**config.mk**
```make
export PLATFORM = sky130hd
export DESIGN_NAME = pipe_skid_buffer
export DESIGN_NICKNAME = d
export VERILOG_FILES = /design/src/rtl/pipe_pkg.sv /design/src/rtl/pipe_reg_rst.sv /design/src/rtl/pipe_skid_buffer.sv
export SDC_FILE = /design/constraint.sdc
export NUM_CORES = 1
export LEC_CHECK = 0
export ABC_AREA = 0
export BUFFER_PORTS_ARGS = -buffer_cell sky130_fd_sc_hd__buf_2
export CORE_MARGIN = 2
export CORE_UTILIZATION = 54
export CTS_CLUSTER_DIAMETER = 50
export DETAILED_ROUTE_END_ITERATION = 10
export PLACE_DENSITY = 0.92
export SYNTH_ARGS = -nofsm -noshare
export SYNTH_HDL_FRONTEND = slang
export SYNTH_SLANG_ARGS = --single-unit
```
**constraint.sdc**
```tcl
create_clock -name clk -period 3.4 [get_ports clk]
set_input_delay 0 -clock clk [delete_from_list [all_inputs] [get_ports clk]]
set_output_delay 0 -clock clk [all_outputs]
set_load 0.005 [all_outputs]
```
**src/rtl/pipe_pkg.sv**
```systemverilog
// Shared types and constants for the pipeline skid buffer.
package pipe_pkg;

    typedef enum logic [1:0] {
        SKID_EMPTY = 2'd0,
        SKID_BUSY  = 2'd1,
        SKID_FULL  = 2'd2
    } skid_state_e;

    localparam int unsigned SKID_DEPTH = 2;
    localparam int unsigned OCC_W      = $clog2(SKID_DEPTH + 1);

endpackage

```
**src/rtl/pipe_reg_rst.sv**
```systemverilog
// Enable-gated data register with asynchronous active-low clear.
module pipe_reg_rst #(
    parameter int unsigned WIDTH = 8
) (
    input  logic             clk,
    input  logic             rst_n,
    input  logic             en,
    input  logic [WIDTH-1:0] d,
    output logic [WIDTH-1:0] q
);

    always_ff @(posedge clk or negedge rst_n) begin
        if (!rst_n) begin
            q <= '0;
        end else if (en) begin
            q <= d;
        end
    end

endmodule

```
**src/rtl/pipe_skid_buffer.sv**
```systemverilog
// Two-entry elastic stage: main register drives m_data, skid register absorbs
// the one word accepted while the downstream stalls.
module pipe_skid_buffer
    import pipe_pkg::*;
#(
    parameter int unsigned WIDTH = 8
) (
    input  logic             clk,
    input  logic             rst_n,
    input  logic             flush,
    input  logic             s_valid,
    output logic             s_ready,
    input  logic [WIDTH-1:0] s_data,
    output logic             m_valid,
    input  logic             m_ready,
    output logic [WIDTH-1:0] m_data,
    output logic [1:0]       occupancy
);

    skid_state_e      state_q;
    skid_state_e      state_d;
    logic             in_fire;
    logic             out_fire;
    logic             main_en;
    logic             skid_en;
    logic             main_from_skid;
    logic [WIDTH-1:0] main_d;
    logic [WIDTH-1:0] skid_q;

    assign in_fire  = s_valid & s_ready;
    assign out_fire = m_valid & m_ready;

    always_ff @(posedge clk or negedge rst_n) begin
        if (!rst_n) begin
            state_q <= SKID_EMPTY;
        end else begin
            state_q <= state_d;
        end
    end

    // Load enables are gated by flush so a discarded input never lands in storage.
    always_comb begin
        state_d        = state_q;
        main_en        = 1'b0;
        skid_en        = 1'b0;
        main_from_skid = 1'b0;
        if (flush) begin
            state_d = SKID_EMPTY;
        end else begin
            unique case (state_q)
                SKID_EMPTY: begin
                    if (in_fire) begin
                        state_d = SKID_BUSY;
                        main_en = 1'b1;
                    end
                end
                SKID_BUSY: begin
                    if (in_fire && !out_fire) begin
                        state_d = SKID_FULL;
                        skid_en = 1'b1;
                    end else if (!in_fire && out_fire) begin
                        state_d = SKID_EMPTY;
                    end else if (in_fire && out_fire) begin
                        main_en = 1'b1;
                    end
                end
                SKID_FULL: begin
                    if (out_fire) begin
                        state_d        = SKID_BUSY;
                        main_en        = 1'b1;
                        main_from_skid = 1'b1;
                    end
                end
                default: state_d = SKID_EMPTY;
            endcase
        end
    end

    // Handshake outputs decode only the state flop, never the live inputs.
    always_comb begin
        m_valid   = 1'b0;
        s_ready   = 1'b1;
        occupancy = 2'd0;
        unique case (state_q)
            SKID_EMPTY: begin
                m_valid   = 1'b0;
                s_ready   = 1'b1;
                occupancy = 2'd0;
            end
            SKID_BUSY: begin
                m_valid   = 1'b1;
                s_ready   = 1'b1;
                occupancy = 2'd1;
            end
            SKID_FULL: begin
                m_valid   = 1'b1;
                s_ready   = 1'b0;
                occupancy = OCC_W'(SKID_DEPTH);
            end
            default: begin
                m_valid   = 1'b0;
                s_ready   = 1'b1;
                occupancy = 2'd0;
            end
        endcase
    end

    assign main_d = main_from_skid ? skid_q : s_data;

    pipe_reg_rst #(.WIDTH(WIDTH)) u_main_reg (
        .clk   (clk),
        .rst_n (rst_n),
        .en    (main_en),
        .d     (main_d),
        .q     (m_data)
    );

    pipe_reg_rst #(.WIDTH(WIDTH)) u_skid_reg (
        .clk   (clk),
        .rst_n (rst_n),
        .en    (skid_en),
        .d     (s_data),
        .q     (skid_q)
    );

endmodule

```
==> results of run 1 <==
==> cell type report <==
| type | instances | share of cell area, % |
|---|---|---|
| Clock buffer | 3 | 1.90 |
| Inverter | 3 | 0.952 |
| Multi-Input combinational cell | 47 | 39.6 |
| Sequential cell | 18 | 38.1 |
| Tap cell | 16 | 1.69 |
| Timing Repair Buffer | 33 | 17.8 |
==> logic make-up after synthesis <==
group / Yosys count
flops: 18
fa+ha+maj: 5
mux: 26
simple gates: 11
buf+inv: 3
compound gates: 5
==> path summary, 6_finish.rpt <==
| check | startpoint | endpoint | slack (ns) | depth (start not counted) |
|---|---|---|---|---|
| max | state_q[0]$_DFFE_PN0P_ | state_q[1]$_DFFE_PN0P_ | 1.30 | 6 |
| min | flush | state_q[0]$_DFFE_PN0P_ | 0.08 | 3 |
| max reg2reg | state_q[0]$_DFFE_PN0P_ | state_q[1]$_DFFE_PN0P_ | 1.30 | 6 |
| min reg2reg | u_main_reg.q[3]$_DFFE_PN0P_ | u_main_reg.q[3]$_DFFE_PN0P_ | 0.51 | 1 |
| max in group asynchronous | rst_n | u_skid_reg.q[3]$_DFFE_PN0P_ | 2.96 | 2 |
| min in group asynchronous | rst_n | u_skid_reg.q[5]$_DFFE_PN0P_ | 0.16 | 2 |
==> worst register-to-register path: cells and delay by family, from the launching register on <==
family	cells	cell delay [ns]
flip-flops	1	0.42
multiplexers	1	0.35
buffers and inverters	1	0.14
adder cells (fa/ha/maj)	1	0.26
AND/OR/NAND/NOR	2	0.48
AO/OA/AOI/OAI	1	0.34
==> routing by layer <==
| metal | global-route usage (%) | vias to the layer above | part of all wire [%] |
|---|---|---|---|
| met2 | 40.8 | 18 | 54 |
| met4 | 10.0 | 0 | 1.8 |
| met3 | 3.97 | 6 | 3.6 |
| met1 | 25.4 | 333 | 40 |
| met5 | 0 | - | 0 |
| li1 | - | 323 | - |
==> report_power, final <==
| group | total (mW) | leakage, nW | switching [mW] | internal, mW |
|---|---|---|---|---|
| registers | 0.371 | 0.216 | 0.0523 | 0.319 |
| clock network | 0.102 | 0.0138 | 0.0608 | 0.0411 |
| logic | 0.339 | 0.328 | 0.145 | 0.194 |
==> cells in the mapped netlist <==
cell type,n
a22o_1,1
nor2_1,2
dfrtp_1,18
mux2_2,24
a311oi_2,1
inv_1,3
nor2b_1,2
nor3_1,1
nand3b_1,1
mux2i_1,1
and4_1,1
o21ai_2,1
mux2_1,1
o21ai_0,1
nand4b_1,1
nand2_1,2
a21bo_2,1
ha_1,5
or3b_1,1
==> sequential cells by signal, indices dropped and copies added (netlist names) <==
register      flops
u_skid_reg.q      8
u_main_reg.q      8
state_q           2
==> through the flow <==
step                hold slack [ns]  cells  power [mW]
CTS                          0.0758    120       0.820
detailed placement          -0.0516    108       0.710
global route                 0.0882    120       0.871
finish                       0.0776    120       0.812
floorplan                    -0.296     68       0.580
global placement            -0.0595    108       0.682
==> cell usage in the layout (no fill, tap or decap), types with 2 or more instances in the layout <==
| cell | n |
|---|---|
| dfrtp_1 | 18 |
| buf_2 | 24 |
| nor2_1 | 2 |
| mux2_2 | 24 |
| dlygate4sd3_1 | 9 |
| ha_1 | 5 |
| nand2_1 | 2 |
| nor2b_1 | 2 |
| inv_1 | 3 |
| clkbuf_4 | 3 |
==> impl_metrics.py, run 1 <==
metrics = {
    "outcome": {
        "status": "complete, no violations",
    },
    "clocking": {
        "clock_latency_ns": 0.29,
        "htree_levels": 1,
        "hold_buffers": 9,
        "postCtsSetupBuffers": 0,
        "clk_path_buf_depth": 2,
        "clock-root-buffer": "clkbuf_4",
        "tritoncts": "built",
        "cts.repair.resized": 0,
        "clk_pin_slew_ns": 0.09,
        "cts_sinks": 18,
        "cts_buffers": 3,
    },
    "floorplan": {
        "dieArea_um2": 2070,
        "die_h_um": 45.5,
        "core_area_um2": 1560,
        "row_count": 14,
        "ios": 25,
        "die_w_um": 45.5,
        "initial_core_util_pct": 59.6,
    },
    "layout": {
        "area_delta_synth_final_pct": 27.2,
        "fin_area_um2": 1180,
        "nNetsFinal": 124,
        "seq_area_um2": 450,
        "num_antenna_cells": 0,
        "fill_cells": 101,
        "drive_gt1_share_pct": 51.9,
        "final_util_pct": 75.8,
        "multi_input_area_um2": 468,
    },
    "setup_path": {
        "arrival_ns": 2.27,
        "critPathSlowestCell": "dfrtp_1",
        "required_ns": 3.57,
        "crit_buf_inv": 1,
        "crit_chain": "inv_1 -> ha_1 -> nor2b_1 -> or3b_1 -> a311oi_2 -> mux2_1",
        "cp_max_fo": 5,
        "worst_setup_path_start_kind": "flip-flop",
        "slowest_delay_ns": 0.42,
        "endpoint_kind": "flip-flop",
        "cp_top_family": "simple AND/OR/NAND/NOR gates",
        "critPathKind": "reg2reg",
    },
    "placement": {
        "gp_congestion": 0.823,
        "place_ws_ns": 1.35,
        "dp_hpwl_mm": 1.37,
        "port_buffers": 24,
        "placed_cell_area_um2": 1070,
    },
    "global_route": {
        "antenna_found_initial": 0,
        "grt_pass1_vias": 716,
        "grt_overflow": 0,
        "track_usage_pct": 22.5,
        "grt_pass1_wl_mm": 3.19,
        "grt_max_degree": 19,
    },
    "route": {
        "avgViaCountPerCell": 5.67,
        "wl_per_cell_um": 15.6,
        "vias": 680,
        "wirelength_mm": 1.87,
        "drt_pass1_iterations": 3,
        "drt-initial-drc-count": 12,
        "drc": 0,
        "ant_nets": 0,
    },
    "yosys": {
        "synth-compound-area-share_pct": 5.11,
        "synthXorXnorAreaFrac_pct": 0,
        "synth.yosys.warnings": 0,
        "avgSynthCellArea_um2": 13.7,
        "synthAdderAreaFrac_pct": 6.73,
        "ys_ff_latch": 18,
        "yosys-top-cells-area": "dfrtp_1 (48%), mux2_2 (29%), ha_1 (6.7%), a311oi_2 (1.6%), nor2b_1 (1.3%)",
        "synth-simple-area-share_pct": 7.13,
        "synth.distinct_cells": 19,
        "synth_top_family_by_area": "multiplexers",
        "synth_top_area_share_pct": 48.5,
        "synth_nets": 86,
        "yosys.area.top_type": "dfrtp_1",
        "syn_area_um2": 930,
        "syn_inst": 68,
        "ys_seq_area_share_pct": 48.5,
        "synth.area.mux_share_pct": 31.4,
    },
    "sta": {
        "setup_tns_ns": 0,
        "rsz0062_at_grt": "false",
        "report.final.slew_viol_count": 0,
        "worst_slew_pin_slew_ns": 0.509,
        "post-route-period-util_pct": 61.6,
        "slew_headroom_pct": 65.9,
        "fmax_mhz": 477,
        "layout_setup_ws_ns": 1.30,
        "min_period_ns": 2.10,
        "setup_viol": 0,
        "hold_viol": 0,
        "fin_skew_ns": 0.00483,
    },
    "power_and_ir_drop": {
        "ir_drop_uv": 469,
        "power_density_nw_per_um2": 687,
        "p_leak_nw": 0.558,
    },
    "worst_hold_path": {
        "hold_class": "in2reg",
    },
    "run": {
        "cap_viol_max_count": 0,
    },
}
Note: power is estimated with default switching activity, not from simulation.
==> run 2: changes to the inputs <==
Settings changed: CORE_ASPECT_RATIO set to 0.75, CORE_UTILIZATION 54 to 45, PLACE_DENSITY 0.92 to 0.83.
Clock period 3.4 ns to 1.9 ns, I/O delays scaled along.
==> run 2 against run 1 <==
Effect of this change: critical path depth did not move; first-iteration DRC count fell by 33%; fmax rose by 11%; final area rose by 13%; via count rose by 6.0%; worst setup slack got worse by 1.3 ns; sequential power rose by 80%; global-route usage fell by 3.9 points; critical path type unchanged; critical endpoint unchanged.
==> impl_metrics.py, run 2 (same netlist as run 1, synthesis figures left out) <==
metrics = {
    "placement": {
        "dp_hpwl_mm": 1.50,
        "place_ws_ns": 0.0288,
        "place_inst": 123,
        "gp_congestion": 0.783,
        "port_buffers": 24,
    },
    "global_route": {
        "grt_max_degree": 19,
        "grt_pass1_wl_mm": 3.36,
        "antenna_found_initial": 0,
        "grt_overflow": 0,
        "track_usage_pct": 18.6,
        "grt_pass1_vias": 745,
    },
    "clocking": {
        "clock_latency_ns": 0.29,
        "clock-root-buffer": "clkbuf_4",
        "tritoncts": "built",
        "cts_sinks": 18,
        "clk_path_buf_depth": 2,
        "htree_levels": 1,
        "clk_pin_slew_ns": 0.11,
        "cts_buffers": 3,
    },
    "sta": {
        "fmax_mhz": 529,
        "setup_tns_ns": 0,
        "post-route-period-util_pct": 99.5,
        "fin_skew_ns": 0.00617,
        "setup_viol": 0,
        "rsz0062_at_grt": "true",
        "min_period_ns": 1.89,
        "hold_viol": 0,
        "worst_slew_pin_slew_ns": 0.392,
        "layout_setup_ws_ns": 0.00911,
        "report.final.slew_viol_count": 0,
        "slew_headroom_pct": 73.9,
    },
    "floorplan": {
        "dieArea_um2": 2450,
        "die_h_um": 43.4,
        "core_area_um2": 1980,
        "die_w_um": 56.5,
        "row_count": 14,
        "ios": 25,
        "initial_core_util_pct": 47.0,
    },
    "run": {
        "cap_viol_max_count": 0,
    },
    "worst_hold_path": {
        "hold_class": "in2reg",
        "hold_start": "flush",
        "hold_depth": 3,
        "whs_endpoint": "state_q[1]$_DFFE_PN0P_",
    },
    "route": {
        "ant_nets": 0,
        "drt-initial-drc-count": 8,
        "avgViaCountPerCell": 5.22,
        "drt_pass1_iterations": 4,
        "wirelength_mm": 2.11,
        "vias": 721,
        "drc": 0,
        "wl_per_cell_um": 15.3,
    },
    "setup_path": {
        "arrival_ns": 2.08,
        "critPathKind": "reg2reg",
        "worst_setup_path_start_kind": "flip-flop",
        "reg2reg_depth": 6,
        "required_ns": 2.09,
        "cp_max_fo": 4,
        "r2r-end": "state_q[1]$_DFFE_PN0P_",
        "endpoint_kind": "flip-flop",
        "ff2ff_setup_slack_ns": 0.009,
        "worstReg2RegStart": "state_q[0]$_DFFE_PN0P_",
        "worstSetupStartpoint": "state_q[0]$_DFFE_PN0P_",
    },
    "layout": {
        "final_util_pct": 67.7,
        "num_antenna_cells": 0,
        "layout_common_cells": "mux2_2 (24), buf_2 (24), dfrtp_1 (17), dlygate4sd3_1 (9), buf_4 (6)",
        "stdcell_count": 138,
        "area_delta_synth_final_pct": 44.1,
        "drive_gt1_share_pct": 60.5,
        "reg_top3": "u_main_reg.q: 8 flops, u_skid_reg.q: 8 flops, state_q: 2 flops",
        "nNetsFinal": 133,
    },
    "outcome": {
        "status": "complete, no violations",
    },
    "power_and_ir_drop": {
        "power_density_nw_per_um2": 1290,
        "p_leak_nw": 0.624,
        "ir_drop_uv": 912,
    },
}
[run 2: changes by cell type in the layout (fill, tap and decap cells not counted), moves of 2 or more]
cell,before,now
buf_12,0,3
buf_4,0,6
ha_1,5,3
ha_4,0,2
[run 2: timing repair]
action | CTS | global route
setup buffers | 0 | 2
endpoints found under the setup margin | 0 | 10
endpoints found under the hold margin | 26 | 0
resized for setup | 0 | 5
hold buffers | 9 | 0
[run 2: power breakdown]
part / leakage [nW] / switching [mW] / internal, mW
Clock: 0.0210 / 0.119 / 0.117
Sequential: 0.215 / 0.0964 / 0.571
Combinational: 0.388 / 0.325 / 0.494
Total: 0.624 / 0.541 / 1.18
[run 2: worst max-delay path by stage]
stage,endpoint,slack (ns),cells after the start
after floorplan,state_q[1]$_DFFE_PN0P_,0.007,6
after global placement,state_q[1]$_DFFE_PN0P_,0.07,6
after detailed placement,state_q[1]$_DFFE_PN0P_,0.03,6
after CTS,state_q[1]$_DFFE_PN0P_,0.008,6
after global routing,state_q[1]$_DFFE_PN0P_,-0.06,6
final,state_q[1]$_DFFE_PN0P_,0.009,6
[run 2: critical path, cell delays in order, from the launching register on]
cell	delay, ns
dfrtp_1	0.40
inv_2	0.13
buf_12	0.12
ha_4	0.14
or3b_1	0.36
a311oi_2	0.29
mux2_1	0.34
[run 2: area by class of cell]
| type | instances | area [µm²] |
|---|---|---|
| timing repair buffer | 42 | 315 |
| multi-input combinational | 47 | 495 |
| fill | 144 | 639 |
| tap | 24 | 30.0 |
| clock buffer | 4 | 36.3 |
| inverter | 3 | 11.3 |
| sequential | 18 | 452 |
[run 2: layer usage]
metal  wire length (µm)  GRT usage [%]  vias to the layer above
li1                   -              -                      338
met1                864           20.9                      355
met2               1080           34.0                       20
met3                113           4.78                        8
met4                 52           8.10                        0
met5                  0              0                        -
[run 2: metrics by stage]
step	total power [mW]	hold slack, ns	instance area, µm²
after floorplan	1.04	-0.296	932
after global placement	1.30	-0.0599	1160
after detailed placement	1.36	-0.0529	1160
after CTS	1.61	0.0843	1290
after global routing	1.84	0.0843	1340
final	1.72	0.0983	1340
==> run 3: changes to the inputs <==
Settings changed: CORE_ASPECT_RATIO 0.75 to not set, PLACE_DENSITY 0.83 to 0.74.
==> run 3 against run 2 <==
Effect of this change: clock skew is 0.0040 ns higher; utilization grew 0.35 points; sequential share of layout area barely moved; sequential power decreased by 0.7%; critical endpoint is now u_main_reg.q[0]$_DFFE_PN0P_; highest routed layer is now met3.
==> impl_metrics.py, run 3 (same netlist as run 1, synthesis figures left out) <==
metrics = {
    "outcome": {
        "status": "complete, no violations",
    },
    "layout": {
        "fill_cells": 162,
        "num_antenna_cells": 0,
        "drive_gt1_share_pct": 61.9,
        "final_util_pct": 68.0,
        "layout_common_cells": "mux2_2 (24), buf_2 (24), dfrtp_1 (18), buf_4 (11), dlygate4sd3_1 (9)",
        "reg_top3": "u_main_reg.q: 8 flops, u_skid_reg.q: 8 flops, state_q: 2 flops",
        "nNetsFinal": 137,
        "area_delta_synth_final_pct": 43.6,
    },
    "route": {
        "drt_pass1_iterations": 2,
        "drt-initial-drc-count": 4,
        "avgViaCountPerCell": 4.85,
        "drc": 0,
        "vias": 703,
        "wl_per_cell_um": 13.3,
        "wirelength_mm": 1.93,
        "ant_nets": 0,
    },
    "global_route": {
        "grt_pass1_wl_mm": 3.25,
        "grt_overflow": 0,
        "grt_pass1_vias": 713,
        "antenna_found_initial": 0,
        "track_usage_pct": 17.2,
        "grt_max_degree": 19,
    },
    "setup_path": {
        "ff2ff_setup_slack_ns": 0.03,
        "crit_cells": 8,
        "critPathKind": "reg2reg",
        "worstReg2RegStart": "state_q[0]$_DFFE_PN0P_",
        "reg2reg_depth": 8,
        "crit_chain": "inv_2 -> buf_4 -> ha_4 -> buf_4 -> and4_1 -> o21ai_2 -> buf_6 -> mux2_2",
        "slowest_delay_ns": 0.38,
        "crit_buf_inv": 4,
        "cp_max_fo": 5,
        "required_ns": 2.08,
        "crit_top_cell": "buf_4",
        "cp_top_family": "buffers and inverters",
        "worstSetupStartpoint": "state_q[0]$_DFFE_PN0P_",
        "r2r-end": "u_main_reg.q[0]$_DFFE_PN0P_",
        "arrival_ns": 2.05,
        "endpoint_kind": "flip-flop",
        "critPathSlowestCell": "dfrtp_1",
        "worst_setup_path_start_kind": "flip-flop",
    },
    "placement": {
        "gp_congestion": 0.778,
        "place_ws_ns": 0.00912,
        "dp_hpwl_mm": 1.45,
        "port_buffers": 24,
    },
    "clocking": {
        "clock-root-buffer": "clkbuf_4",
        "cts_sinks": 18,
        "htree_levels": 1,
        "clk_pin_slew_ns": 0.11,
        "clock_latency_ns": 0.29,
        "cts_buffers": 3,
        "clk_path_buf_depth": 2,
        "tritoncts": "built",
    },
    "power_and_ir_drop": {
        "clockPowerShare_pct": 14.0,
        "ir_drop_uv": 860,
        "pwr-share-comb_pct": 46.5,
        "power_density_nw_per_um2": 1260,
        "seqPwrFrac_pct": 39.5,
        "p_leak_nw": 0.630,
        "power_switching_share_pct": 30.1,
        "internal-power_mw": 1.17,
        "power_switching_mw": 0.505,
    },
    "worst_hold_path": {
        "hold_depth": 3,
        "hold_start": "flush",
        "whs_endpoint": "state_q[1]$_DFFE_PN0P_",
        "hold_class": "in2reg",
    },
    "sta": {
        "post-route-period-util_pct": 98.5,
        "layout_setup_ws_ns": 0.0293,
        "setup_viol": 0,
        "fmax_mhz": 535,
        "min_period_ns": 1.87,
        "slew_headroom_pct": 73.1,
        "setup_tns_ns": 0,
        "worst_slew_pin_slew_ns": 0.404,
        "report.final.slew_viol_count": 0,
        "rsz0062_at_grt": "true",
        "hold_viol": 0,
        "fin_skew_ns": 0.0102,
        "whs_ns": 0.101,
    },
    "floorplan": {
        "die_w_um": 49.5,
        "die_h_um": 49.5,
        "dieArea_um2": 2450,
        "core_area_um2": 1960,
        "initial_core_util_pct": 47.4,
        "row_count": 16,
        "ios": 25,
    },
    "run": {
        "cap_viol_max_count": 0,
    },
}
## run 3: routing by layer
| layer | up-vias | routed length [µm] | GRT usage, % |
|---|---|---|---|
| met3 | 0 | 61 | 3.64 |
| met2 | 15 | 1070 | 31.8 |
| li1 | 348 | - | - |
| met4 | 0 | 0 | 2.78 |
| met5 | - | 0 | 0 |
| met1 | 340 | 801 | 20.8 |
## run 3: layout make-up
| cell class | instances | area (µm²) | share of cell area (%) |
|---|---|---|---|
| sequential | 18 | 450 | 33.7 |
| inverter | 3 | 11.3 | 0.843 |
| multi-input combinational | 47 | 488 | 36.6 |
| tap | 27 | 33.8 | 2.53 |
| clock buffer | 4 | 36.3 | 2.72 |
| timing repair buffer | 46 | 315 | 23.6 |
## run 3: power by group through the flow
stage	Combinational, mW	Sequential [mW]	Clock [mW]
after floorplan	0.376	0.663	0
after global placement	0.683	0.653	0
after detailed placement	0.707	0.669	0
after CTS	0.724	0.662	0.237
after global routing	0.856	0.688	0.250
final	0.780	0.663	0.234
## run 3: through the flow
step | instances | cell area (µm²) | total power [mW]
2_1_floorplan | 68 | 932 | 1.04
3_3_place_gp | 130 | 1170 | 1.34
3_5_place_dp | 130 | 1170 | 1.38
4_1_cts | 143 | 1290 | 1.62
5_1_grt | 145 | 1340 | 1.79
6_report | 145 | 1340 | 1.68
## run 3: tightest hold or removal path: stages
cell and delay [ns]:
buf_2 0.12, a311oi_2 0.05, mux2_1 0.19
## run 3: worst max-delay path by stage
| stage | slack, ns | endpoint |
|---|---|---|
| after floorplan | 0.007 | state_q[1]$_DFFE_PN0P_ |
| final | 0.03 | u_main_reg.q[0]$_DFFE_PN0P_ |
| after detailed placement | 0.009 | state_q[1]$_DFFE_PN0P_ |
| after CTS | 0.007 | state_q[1]$_DFFE_PN0P_ |
| after global placement | 0.07 | state_q[1]$_DFFE_PN0P_ |
| after global routing | -0.06 | state_q[1]$_DFFE_PN0P_ |
## run 3: what timing repair did
action,in CTS,in global routing
endpoints found under the hold margin,26,0
resized for setup,0,6
hold buffers,9,0
pin swaps,1,4
setup endpoints to repair,1,10
setup buffers,0,2
